`config.mk`:
```
export PLATFORM = sky130hd
export DESIGN_NAME = axi_dma_read_master
export DESIGN_NICKNAME = d
export VERILOG_FILES = /design/src/rtl/axi_dma_read_master.sv
export SDC_FILE = /design/constraint.sdc
export NUM_CORES = 1
export LEC_CHECK = 0
export ABC_AREA = 1
export BUFFER_PORTS_ARGS = -buffer_cell sky130_fd_sc_hd__buf_2
export CAP_MARGIN = 20
export CORE_MARGIN = 2
export CORE_UTILIZATION = 35
export DETAILED_ROUTE_END_ITERATION = 8
export PLACE_DENSITY_LB_ADDON = 0.05
export SYNTH_ARGS = -nofsm -noshare
export SYNTH_HDL_FRONTEND = slang
export SYNTH_SLANG_ARGS = --single-unit
```
`constraint.sdc`:
```
create_clock -name clk -period 6.9 [get_ports clk]
set_clock_uncertainty 0.05 [all_clocks]
set_input_delay 0.345 -clock clk [delete_from_list [all_inputs] [get_ports clk]]
set_output_delay 0.345 -clock clk [all_outputs]
set_load 0.005 [all_outputs]
```
`src/rtl/axi_dma_read_master.sv`:
```
// AXI4 read master for the DMA source side: splits a job into INCR bursts that never
// cross a 4KB page and streams R beats into the DMA FIFO. Optional: DMA_RD_PERF_CNT_EN.
module axi_dma_read_master #(
    parameter int C_M_AXI_ADDR_WIDTH = 32,
    parameter int C_M_AXI_DATA_WIDTH = 32,
    parameter int C_MAX_BURST_LEN    = 16
) (
    input  logic                          clk,
    input  logic                          reset,
    input  logic                          i_start,
    input  logic [31:0]                   i_src_addr,
    input  logic [31:0]                   i_total_len,
    output logic                          o_read_done,
    output logic                          o_busy,
    output logic                          o_error,
    output logic                          o_fifo_wr_en,
    output logic [31:0]                   o_fifo_wdata,
    input  logic                          i_fifo_full,
`ifdef DMA_RD_PERF_CNT_EN
    output logic [31:0]                   o_busy_cycles,
    output logic [31:0]                   o_stall_cycles,
`endif
    output logic [C_M_AXI_ADDR_WIDTH-1:0] m_axi_araddr,
    output logic [7:0]                    m_axi_arlen,
    output logic [2:0]                    m_axi_arsize,
    output logic [1:0]                    m_axi_arburst,
    output logic                          m_axi_arvalid,
    input  logic                          m_axi_arready,
    input  logic [C_M_AXI_DATA_WIDTH-1:0] m_axi_rdata,
    input  logic [1:0]                    m_axi_rresp,
    input  logic                          m_axi_rlast,
    input  logic                          m_axi_rvalid,
    output logic                          m_axi_rready
);
    typedef enum logic [2:0] {S_IDLE, S_AR, S_R, S_NEXT, S_DONE} state_t;

    state_t                        state_q, state_d;
    logic [C_M_AXI_ADDR_WIDTH-1:0] cur_addr_q, cur_addr_d;
    logic [C_M_AXI_ADDR_WIDTH-1:0] araddr_q, araddr_d;
    logic [C_M_AXI_ADDR_WIDTH-1:0] start_addr, burst_addr;
    logic [29:0]                   rem_words_q, rem_words_d, start_words, burst_words;
    logic [8:0]                    beats_q, beats_d, beat_cnt_q, beat_cnt_d;
    logic [8:0]                    next_beats, next_beats_m1;
    logic [7:0]                    arlen_q, arlen_d;
    logic                          arvalid_q, arvalid_d;
    logic                          read_done_q, read_done_d;
    logic                          busy_q, busy_d;
    logic                          error_q, error_d;
    logic                          start_acc, r_beat, last_beat;
    logic                          unused_bits;

    // Beats for the next burst: limited by max burst, words left, and words to the 4KB page end.
    function automatic logic [8:0] calc_beats(input logic [11:0] addr_lo, input logic [29:0] words);
        logic [12:0] page_bytes;
        logic [10:0] page_words;
        logic [8:0]  b;
        page_bytes = 13'h1000 - {1'b0, addr_lo};
        page_words = page_bytes[12:2];
        b = 9'(C_MAX_BURST_LEN);
        if (words < {21'd0, b}) b = words[8:0];
        if (page_words < {2'd0, b}) b = page_words[8:0];
        return b;
    endfunction

    assign unused_bits   = ^{i_src_addr[1:0], i_total_len[1:0]};
    assign start_addr    = {i_src_addr[C_M_AXI_ADDR_WIDTH-1:2], 2'b00};
    assign start_words   = i_total_len[31:2];
    assign start_acc     = (state_q == S_IDLE) && i_start;
    assign burst_addr    = (state_q == S_IDLE) ? start_addr : cur_addr_q;
    assign burst_words   = (state_q == S_IDLE) ? start_words : rem_words_q;
    assign next_beats    = calc_beats(burst_addr[11:0], burst_words);
    assign next_beats_m1 = next_beats - 9'd1;

    assign m_axi_rready  = (state_q == S_R) && !i_fifo_full;
    assign r_beat        = m_axi_rready && m_axi_rvalid;
    assign last_beat     = (beat_cnt_q == beats_q - 9'd1);
    assign o_fifo_wr_en  = r_beat;
    assign o_fifo_wdata  = r_beat ? m_axi_rdata[31:0] : 32'd0;

    assign m_axi_araddr  = araddr_q;
    assign m_axi_arlen   = arlen_q;
    assign m_axi_arvalid = arvalid_q;
    assign m_axi_arsize  = 3'b010;
    assign m_axi_arburst = 2'b01;
    assign o_read_done   = read_done_q;
    assign o_busy        = busy_q;
    assign o_error       = error_q;

    always_comb begin
        state_d     = state_q;
        cur_addr_d  = cur_addr_q;
        rem_words_d = rem_words_q;
        beats_d     = beats_q;
        beat_cnt_d  = beat_cnt_q;
        araddr_d    = araddr_q;
        arlen_d     = arlen_q;
        arvalid_d   = arvalid_q;
        read_done_d = 1'b0;
        error_d     = error_q;
        // busy covers the done pulse, then drops the cycle after it
        busy_d      = busy_q && !read_done_q;

        case (state_q)
            S_IDLE: begin
                if (i_start) begin
                    busy_d      = 1'b1;
                    error_d     = 1'b0;
                    cur_addr_d  = start_addr;
                    rem_words_d = start_words;
                    if (start_words != 30'd0) begin
                        beats_d   = next_beats;
                        araddr_d  = start_addr;
                        arlen_d   = next_beats_m1[7:0];
                        arvalid_d = 1'b1;
                        state_d   = S_AR;
                    end else begin
                        state_d   = S_DONE;
                    end
                end
            end
            S_AR: begin
                if (m_axi_arready) begin
                    arvalid_d  = 1'b0;
                    beat_cnt_d = 9'd0;
                    state_d    = S_R;
                end
            end
            S_R: begin
                if (r_beat) begin
                    if (m_axi_rresp != 2'b00) error_d = 1'b1;
                    if (m_axi_rlast != last_beat) error_d = 1'b1;
                    // burst end is decided by our own count, not by rlast
                    if (last_beat) begin
                        cur_addr_d  = cur_addr_q + C_M_AXI_ADDR_WIDTH'({beats_q, 2'b00});
                        rem_words_d = rem_words_q - {21'd0, beats_q};
                        state_d     = S_NEXT;
                    end else begin
                        beat_cnt_d  = beat_cnt_q + 9'd1;
                    end
                end
            end
            S_NEXT: begin
                if (rem_words_q != 30'd0) begin
                    beats_d   = next_beats;
                    araddr_d  = cur_addr_q;
                    arlen_d   = next_beats_m1[7:0];
                    arvalid_d = 1'b1;
                    state_d   = S_AR;
                end else begin
                    state_d   = S_DONE;
                end
            end
            S_DONE: begin
                read_done_d = 1'b1;
                state_d     = S_IDLE;
            end
            default: state_d = S_IDLE;
        endcase
    end

    always_ff @(posedge clk or posedge reset) begin
        if (reset) begin
            state_q     <= S_IDLE;
            cur_addr_q  <= '0;
            rem_words_q <= '0;
            beats_q     <= '0;
            beat_cnt_q  <= '0;
            araddr_q    <= '0;
            arlen_q     <= '0;
            arvalid_q   <= 1'b0;
            read_done_q <= 1'b0;
            busy_q      <= 1'b0;
            error_q     <= 1'b0;
        end else begin
            state_q     <= state_d;
            cur_addr_q  <= cur_addr_d;
            rem_words_q <= rem_words_d;
            beats_q     <= beats_d;
            beat_cnt_q  <= beat_cnt_d;
            araddr_q    <= araddr_d;
            arlen_q     <= arlen_d;
            arvalid_q   <= arvalid_d;
            read_done_q <= read_done_d;
            busy_q      <= busy_d;
            error_q     <= error_d;
        end
    end

`ifdef DMA_RD_PERF_CNT_EN
    logic [31:0] busy_cycles_q, busy_cycles_d, stall_cycles_q, stall_cycles_d;

    always_comb begin
        busy_cycles_d  = busy_cycles_q;
        stall_cycles_d = stall_cycles_q;
        if (start_acc) begin
            busy_cycles_d  = 32'd0;
            stall_cycles_d = 32'd0;
        end else begin
            if (busy_q && (busy_cycles_q != 32'hFFFF_FFFF))
                busy_cycles_d = busy_cycles_q + 32'd1;
            if ((state_q == S_R) && m_axi_rvalid && i_fifo_full && (stall_cycles_q != 32'hFFFF_FFFF))
                stall_cycles_d = stall_cycles_q + 32'd1;
        end
    end

    always_ff @(posedge clk or posedge reset) begin
        if (reset) begin
            busy_cycles_q  <= 32'd0;
            stall_cycles_q <= 32'd0;
        end else begin
            busy_cycles_q  <= busy_cycles_d;
            stall_cycles_q <= stall_cycles_d;
        end
    end

    assign o_busy_cycles  = busy_cycles_q;
    assign o_stall_cycles = stall_cycles_q;
`endif

endmodule
```
==> flow_summary.ini, run 1 <==
[run_status]
status = finished clean

[floorplanning]
std_cell_rows = 58
die_w_um = 164.6
die_h_um = 164.6
io_pins = 188
core_area_mm2 = 0.02525
start_util = 0.3573
die_area_mm2 = 0.02708

[detailed_routing]
routedWlPerCell_um = 14.53
first_iter_violations = 492
via_count = 8800
dr.pass1.iters = 5
antenna_left = 0
wl_um = 26120
drc = 0
routed_via_density = 4.897

[worst_setup_path]
worstRegToRegCells = 26
cp_num_buf_inv = 6
reg2reg_slack_ps = 2510
worstPathRequired_ps = 7150
crit_slowest_cell = dfrtp_1
r2r-start = state_q[2]
crit_path_end_kind = register
crit_family = simple AND/OR/NAND/NOR gates
max_stage_delay_ps = 490
crit_arrival_ps = 4640
critPathLaunchType = register
rr_endpoint = m_axi_arlen[2]
criticalPathCategory = reg -> reg
crit_fanout = 26

[synth]
synthTopCellsByArea = dfrtp_1 (34%), nand2_1 (12%), o21ai_0 (8.3%)
yosysTopAreaCellShare = 0.3411
synth_ff_type = dfrtp_1
synth_warnings = 0
ys_ff_latch = 123
netlist_instances = 1298
synth_top_family_by_area = simple AND/OR/NAND/NOR gates
synth_top_area_cell = dfrtp_1
synthXorXnorAreaFrac = 0.04271
synth_edf_count = 0
synth_compound_area_frac = 0.1686
synthAdderAreaFrac = 0.04603
synth_mux_area_frac = 0
syn_area_per_cell_um2 = 6.952
netlist_area_mm2 = 0.009024
synthSimpleGateAreaFrac = 0.2951
ys_seq_area_frac = 0.3411
synth_cell_types = 57
async_flop_share = 1.000

[timing]
finalCritPeriodShare = 0.6358
fin_ws_ps = 2513
worstMarginPinSlew_ps = 1026
slew-limit-headroom = 0.3159
hold_violations = 0
tns_ps = 0
fin_crit_ps = 4387
finalSetupViolations = 0
rsz0062_at_grt = no
slew_viol_final = 0
fmax_mhz = 227.9

[clock_network]
post_cts_buffers = 0
clock_sinks = 123
cts_resized = 0
cts_tree = done
cts_hold_buffers = 0
clock-root-buffer = clkbuf_16
path_clk_slew_ps = 70
numCtsBuffers = 17
htreeDepth = 4
clk_path_buf_depth = 2
clkLatencyLatePin_ps = 420

[placement]
postPlaceCellArea_mm2 = 0.01013
gp_congestion = 0.7885
dp_hpwl_um = 19220
post-place-ws_ps = 2474
io_buffers = 176
dp_cells = 1765

[final_layout]
layout_commonest_cell = nand2_1
final_area_mm2 = 0.01075
nNetsFinal = 1591
area_growth_syn_to_layout_pct = 19.15
antenna_cells = 0
final_cell_mix = nand2_1 (295), buf_2 (176), inv_1 (163), o21ai_0 (150), nor2_1 (138)
instances_no_fill = 1797
drive_above_1_share = 0.1943

[pwr]
p_leak_uw = 0.005507
p_per_area_mw_per_mm2 = 490.1
ir_drop_mv = 0.2058

[global_routing]
first_global_vias = 8238
grt_start_max_net_pins = 99
grt_overflow = 0
antenna_found_initial = 0
grt_usage = 0.1977
grt_pass1_wl_um = 42500

[worst_hold_path]
hp-class = in -> async

[job]
drv_cap = 0
-- per-layer routing --
metal,share of wire,routed length (um),global-route usage,vias up
li1,-,-,-,4513
met1,0.50,13180,0.2880,4053
met2,0.45,11660,0.3121,219
met3,0.041,1070,0.02762,15
met4,0.0077,201,0.04111,0
met5,0,0,0,-
-- metrics by stage --
stage	total power [uW]	util	hold slack, ps
global route	5832	0.4257	111.4
detailed placement	4339	0.4013	416.9
floorplan	3575	-	398.3
global placement	4317	0.4013	410.0
finish	5269	0.4257	32.14
CTS	5319	0.4257	66.47
-- registers in the layout (all words and copies together), names as in the netlist --
signal	flops
state_q	3
rem_words_q	30
beat_cnt_q	9
m_axi_arvalid	1
m_axi_arlen	8
cur_addr_q	30
o_read_done	1
o_busy	1
m_axi_araddr	30
o_error	1
beats_q	9
-- cell usage after synthesis (7+ instances only) --
| cell | count |
|---|---|
| a31oi_1 | 8 |
| o22ai_1 | 11 |
| nand2_1 | 296 |
| a21oi_1 | 45 |
| nand3b_1 | 8 |
| buf_4 | 11 |
| nor3_1 | 23 |
| nand3_1 | 56 |
| nand4_1 | 14 |
| clkbuf_1 | 32 |
| nand2_4 | 7 |
| o211ai_1 | 17 |
| a22oi_1 | 8 |
| o21ai_0 | 150 |
| ha_1 | 30 |
| inv_2 | 9 |
| dfrtp_1 | 123 |
| nor2_1 | 138 |
| or2_2 | 15 |
| xnor2_1 | 12 |
| inv_1 | 164 |
| nand2_2 | 14 |
| xor2_1 | 32 |
| buf_2 | 10 |
| o21ai_1 | 12 |
-- report_power, final --
part           total [uW]  switching, uW  internal [uW]
clock                 955            378            577
sequential           1320            258           1060
combinational        3000           1950           1050
-- how the worst max path moves through the flow --
| stage | start | to | slack, ps | cells past startpoint |
|---|---|---|---|---|
| after global placement | state_q[2] | m_axi_arlen[2] | 2520 | 26 |
| final | state_q[2] | m_axi_arlen[2] | 2510 | 26 |
| after floorplan | reset | beat_cnt_q[0] | 3230 | 1 |
| after CTS | state_q[2] | m_axi_arlen[2] | 2450 | 26 |
| after detailed placement | state_q[2] | m_axi_arlen[2] | 2470 | 26 |
| after global routing | state_q[2] | m_axi_arlen[2] | 2080 | 24 |
-- layout make-up --
class	count	area (um^2)
clock buffer	17	425.4
clock inverter	15	191.4
fill	2720	14500
inverter	174	660.6
multi-input combinational	953	5035
sequential	123	3078
tap	330	412.9
timing repair buffer	185	948.4
-- cells by family (layout without fill, tap and decap cells) --
logic type	after synthesis	count (layout)
DFF	123	123
adders and majority gates	32	32
other	2	11
and+or+nand+nor	593	593
xor gates and xnor gates	44	44
buffers and inverters	231	391
AOI/OAI and AO/OA	273	273
No activity file was read; power rests on OpenSTA's default activity.
==> run 2, diff against run 1 <==
Clock period 6.9 ns to 4.23 ns, I/O delays scaled along.
==> run 2 against run 1 <==
Compared with the run above: maximum frequency up 13%; critical path type unchanged; clock-buffer cell count up 1; power up 63%; highest routed layer unchanged.
==> flow_summary.ini, run 2 (synthesized netlist as in run 1, its figures left out) <==
[floorplanning]
core_area_mm2 = 0.02525
die_w_um = 164.6
std_cell_rows = 58
die_h_um = 164.6
io_pins = 188
start_util = 0.3573
die_area_mm2 = 0.02708

[timing]
rsz0062_at_grt = no
worstMarginPinSlew_ps = 1006
slew_viol_final = 0
finalSetupViolations = 0
hold_violations = 0
tns_ps = 0
fin_crit_ps = 3878
fmax_mhz = 257.9
finalCritPeriodShare = 0.9168
slew-limit-headroom = 0.3292

[pwr]
combPwrFrac = 0.578
p_per_area_mw_per_mm2 = 789.4
power_frac_seq = 0.251
clock_power_share = 0.171
p_leak_uw = 0.005569
power_switching_uw = 4260
sw_frac_of_total = 0.4946
ir_drop_mv = 0.3010
p_int_uw = 4354

[detailed_routing]
drc = 0
routedWlPerCell_um = 14.54
first_iter_violations = 528
routed_via_density = 4.857
dr.pass1.iters = 6
antenna_left = 0
via_count = 8816
wl_um = 26390

[placement]
dp_hpwl_um = 19570
gp_congestion = 0.8703
io_buffers = 176
postPlaceCellArea_mm2 = 0.01020

[worst_setup_path]
rr_endpoint = m_axi_arlen[2]
crit_fanout = 17
crit_arrival_ps = 4140
reg2reg_slack_ps = 350
worstRegToRegCells = 27
criticalPathCategory = reg -> reg
critPathLaunchType = register
r2r-start = state_q[1]
endpoint = m_axi_arlen[2]
worstPathRequired_ps = 4490
crit_path_end_kind = register
cp-startpoint = state_q[1]

[global_routing]
grt_pass1_wl_um = 42800
grt_start_max_net_pins = 99
first_global_vias = 8339
antenna_found_initial = 1
grt_usage = 0.1991
grt_overflow = 0

[clock_network]
path_clk_slew_ps = 70
cts_tree = done
clkLatencyLatePin_ps = 430
numCtsBuffers = 17
clk_path_buf_depth = 2
clock-root-buffer = clkbuf_16
htreeDepth = 4
clock_sinks = 123

[final_layout]
area_growth_syn_to_layout_pct = 20.92
drive_above_1_share = 0.2001
layout_commonest_cell = nand2_1
n_fill_cell = 2708
final_cell_mix = nand2_1 (295), buf_2 (176), inv_1 (163), o21ai_0 (150), nor2_1 (138)
nNetsFinal = 1608
final_area_mm2 = 0.01091

[worst_hold_path]
hp-class = in -> reg

[job]
drv_cap = 0

[run_status]
status = finished clean
## run 2: cell count changes in the layout (fill, tap and decap cells not counted), sizes merged
cell,change
buf,+10
bufinv,-2
clkbuf,+1
clkinv,-6
clkinvlp,+1
diode,+1
dlygate4sd3,+7
inv,+6
## run 2: worst min-delay path by stage
stage               cells past startpoint                to       startpoint
floorplan                               2            o_busy          i_start
finish                                  3   rem_words_q[12]  i_total_len[14]
global placement                        2  m_axi_araddr[29]            reset
CTS                                     3    cur_addr_q[11]   i_src_addr[11]
detailed placement                      2  m_axi_araddr[29]            reset
global route                            3   rem_words_q[12]  i_total_len[14]
## run 2: worst max-delay path, stage by stage (launching register included)
cell	delay, ps
dfrtp_2	440
nor2_4	210
nand2_8	140
nand2_1	130
nand2_4	90
ha_1	190
inv_1	80
nor2_2	50
nand2_1	120
inv_1	70
nand2_1	70
xor2_1	150
inv_1	100
ha_1	340
nand2_1	60
nor2_1	140
a211oi_2	60
o211ai_2	220
inv_6	90
nand2_8	110
nand2_1	90
o21ai_4	110
inv_1	70
ha_1	220
inv_1	60
nor2_1	50
o21ai_0	180
nand2_1	70
## run 2: power by group through the flow
stage	sequential, uW	clock [uW]	combinational [uW]
floorplan	2080	0	3750
global placement	2170	0	4930
detailed placement	2180	0	4970
CTS	2160	1510	4990
global route	2240	1560	5760
finish	2160	1480	4980
## run 2: layer usage
| metal | up-vias | routed length, um | track usage | part of all wire |
|---|---|---|---|---|
| li1 | 4542 | - | - | - |
| met1 | 4045 | 13120 | 0.2815 | 0.50 |
| met2 | 203 | 11930 | 0.3239 | 0.45 |
| met3 | 26 | 1054 | 0.02762 | 0.040 |
| met4 | 0 | 293 | 0.04427 | 0.011 |
| met5 | - | 0 | 0 | 0 |
## run 2: repair_timing
action,CTS,global route
hold buffers,7,0
resized for setup,0,6
setup endpoints to repair,0,3
hold endpoints to repair,47,0
buffers inserted,0,4
## run 2: stage by stage
stage / setup WS [ps] / utilization / hold WS [ps] / instances / total power, uW
after floorplan: 697.6 / - / 300.5 / 1307 / 5832
after global placement: 259.4 / 0.4041 / 271.6 / 1771 / 7095
after detailed placement: 174.6 / 0.4041 / 271.8 / 1771 / 7143
after CTS: 165.2 / 0.4297 / 3.669 / 1810 / 8663
after global routing: 2.467 / 0.4321 / 33.45 / 1815 / 9556
final: 351.8 / 0.4321 / 23.34 / 1815 / 8614
## run 2: layout make-up
| cell class | instances | area [um^2] | area share |
|---|---|---|---|
| sequential | 123 | 3080 | 0.2823 |
| antenna | 1 | 2.502 | 0.0002293 |
| inverter | 174 | 663.1 | 0.06077 |
| clock inverter | 14 | 148.9 | 0.01365 |
| timing repair buffer | 202 | 1119 | 0.1025 |
| clock buffer | 18 | 429.2 | 0.03933 |
| multi-input combinational | 953 | 5056 | 0.4634 |
| tap | 330 | 412.9 | 0.03784 |
==> run 3, diff against run 2 <==
Settings changed: BUFFER_PORTS_ARGS -buffer_cell sky130_fd_sc_hd__buf_2 to not set, DONT_BUFFER_PORTS set to 1.
==> run 3 against run 2 <==
Compared with the run above: first-iteration DRC count fell by 17%; core utilization down 1.2 points; global-route usage rose by 0.36 points; sequential cell count did not move; routed wire length is 1.6% higher; clock power grew 7%.
==> flow_summary.ini, run 3 (synthesized netlist as in run 1, its figures left out) <==
[run_status]
status = finished clean

[placement]
io_buffers = 0
gp_congestion = 0.8194
postPlaceCellArea_mm2 = 0.009321
dp_hpwl_um = 19480
post-place-ws_ps = 184.6

[timing]
fmax_mhz = 256.3
holdWs_ps = 13.17
finalSetupViolations = 0
tns_ps = 0
slew_viol_final = 0
fin_crit_ps = 3902
worstMarginPinSlew_ps = 797.6
hold_violations = 0
finalCritPeriodShare = 0.9224
fin_ws_ps = 328.1
slew-limit-headroom = 0.4683

[worst_setup_path]
crit_path_end_kind = register
criticalPathCategory = reg -> reg
cp_num_buf_inv = 7
r2r-start = state_q[1]
rr_endpoint = m_axi_arlen[4]
crit_top_cell = nand2_1
crit_fanout = 22
crit_arrival_ps = 4160
worstRegToRegCells = 30
cp-startpoint = state_q[1]
crit_family = simple AND/OR/NAND/NOR gates
crit_slowest_cell = dfrtp_2
worstPathRequired_ps = 4490
cp.depth = 30
endpoint = m_axi_arlen[4]
critPathLaunchType = register
reg2reg_slack_ps = 330
max_stage_delay_ps = 440

[clock_network]
clkLatencyLatePin_ps = 420
clock-root-buffer = clkbuf_16
path_clk_slew_ps = 70
htreeDepth = 4
numCtsBuffers = 17
clk_path_buf_depth = 2
cts_tree = done
clock_sinks = 123

[detailed_routing]
wl_um = 26820
routedWlPerCell_um = 15.87
dr.pass1.iters = 7
antenna_left = 0
via_count = 8325
drc = 0
first_iter_violations = 440
routed_via_density = 4.926

[final_layout]
n_fill_cell = 2690
area_growth_syn_to_layout_pct = 17.65
drive_above_1_share = 0.08977
nNetsFinal = 1484
final_cell_mix = nand2_1 (294), inv_1 (163), o21ai_0 (150), nor2_1 (138), dfrtp_1 (121)
layout_commonest_cell = nand2_1
fin_util = 0.4204
final_area_mm2 = 0.01062

[global_routing]
antenna_found_initial = 2
grt_pass1_wl_um = 43120
grt_overflow = 0
grt_usage = 0.2027
first_global_vias = 8129
grt_start_max_net_pins = 78

[job]
drv_cap = 0

[floorplanning]
die_area_mm2 = 0.02708
die_w_um = 164.6
start_util = 0.3573
io_pins = 188
core_area_mm2 = 0.02525
die_h_um = 164.6
std_cell_rows = 58

[pwr]
ir_drop_mv = 0.3812
p_per_area_mw_per_mm2 = 809.9
p_leak_uw = 0.005042

[worst_hold_path]
min_delay_path_depth = 2
hp-class = in -> reg
## run 3: cell types whose count changed in the layout (fill, tap and decap cells not counted), sizes merged
cell / previous run / this run
dlygate4sd3: 7 / 60
clkinv: 1 / 2
inv: 184 / 178
buf: 195 / 18
clkinvlp: 2 / 3
bufinv: 1 / 4
## run 3: cell type report
cell class / count / area, um^2 / share of cell area
Antenna cell: 1 / 2.502 / 0.0002357
Tap cell: 330 / 412.9 / 0.03889
Timing Repair Buffer: 78 / 760.7 / 0.07166
Inverter: 174 / 665.6 / 0.06270
Multi-Input combinational cell: 953 / 5074 / 0.4779
Clock inverter: 13 / 191.4 / 0.01803
Sequential cell: 123 / 3080 / 0.2902
Clock buffer: 18 / 429.2 / 0.04042
## run 3: power breakdown
part	total (uW)	internal [uW]	switching [uW]	leakage (uW)
Sequential	2210	1730	475	0.00150
Combinational	4800	1680	3130	0.00325
Clock	1590	991	600	0.000294
## run 3: through the flow
stage	instances	total power (uW)
5_1_grt	1690	9503
4_1_cts	1687	8632
3_5_place_dp	1596	6941
2_1_floorplan	1307	5832
6_report	1690	8599
3_3_place_gp	1596	6910
## run 3: worst min path at each step
stage | from | end
final | i_src_addr[26] | m_axi_araddr[26]
after global routing | i_src_addr[19] | cur_addr_q[19]
after CTS | i_src_addr[16] | cur_addr_q[16]
after detailed placement | reset | m_axi_araddr[18]
after global placement | reset | m_axi_araddr[29]
after floorplan | i_start | o_busy
## run 3: timing repair
item,4_1_cts,5_1_grt
hold buffers,60,0
gates resized for setup,0,9
endpoints found under the setup margin,0,4
endpoints found under the hold margin,115,0
buffers inserted,0,2
## run 3: layer usage
layer | vias to the layer above | wire [um] | track usage
li1 | 4294 | - | -
met1 | 3825 | 13270 | 0.2820
met2 | 186 | 12080 | 0.3288
met3 | 20 | 1171 | 0.03491
met4 | 0 | 301 | 0.04664
met5 | - | 0 | 0
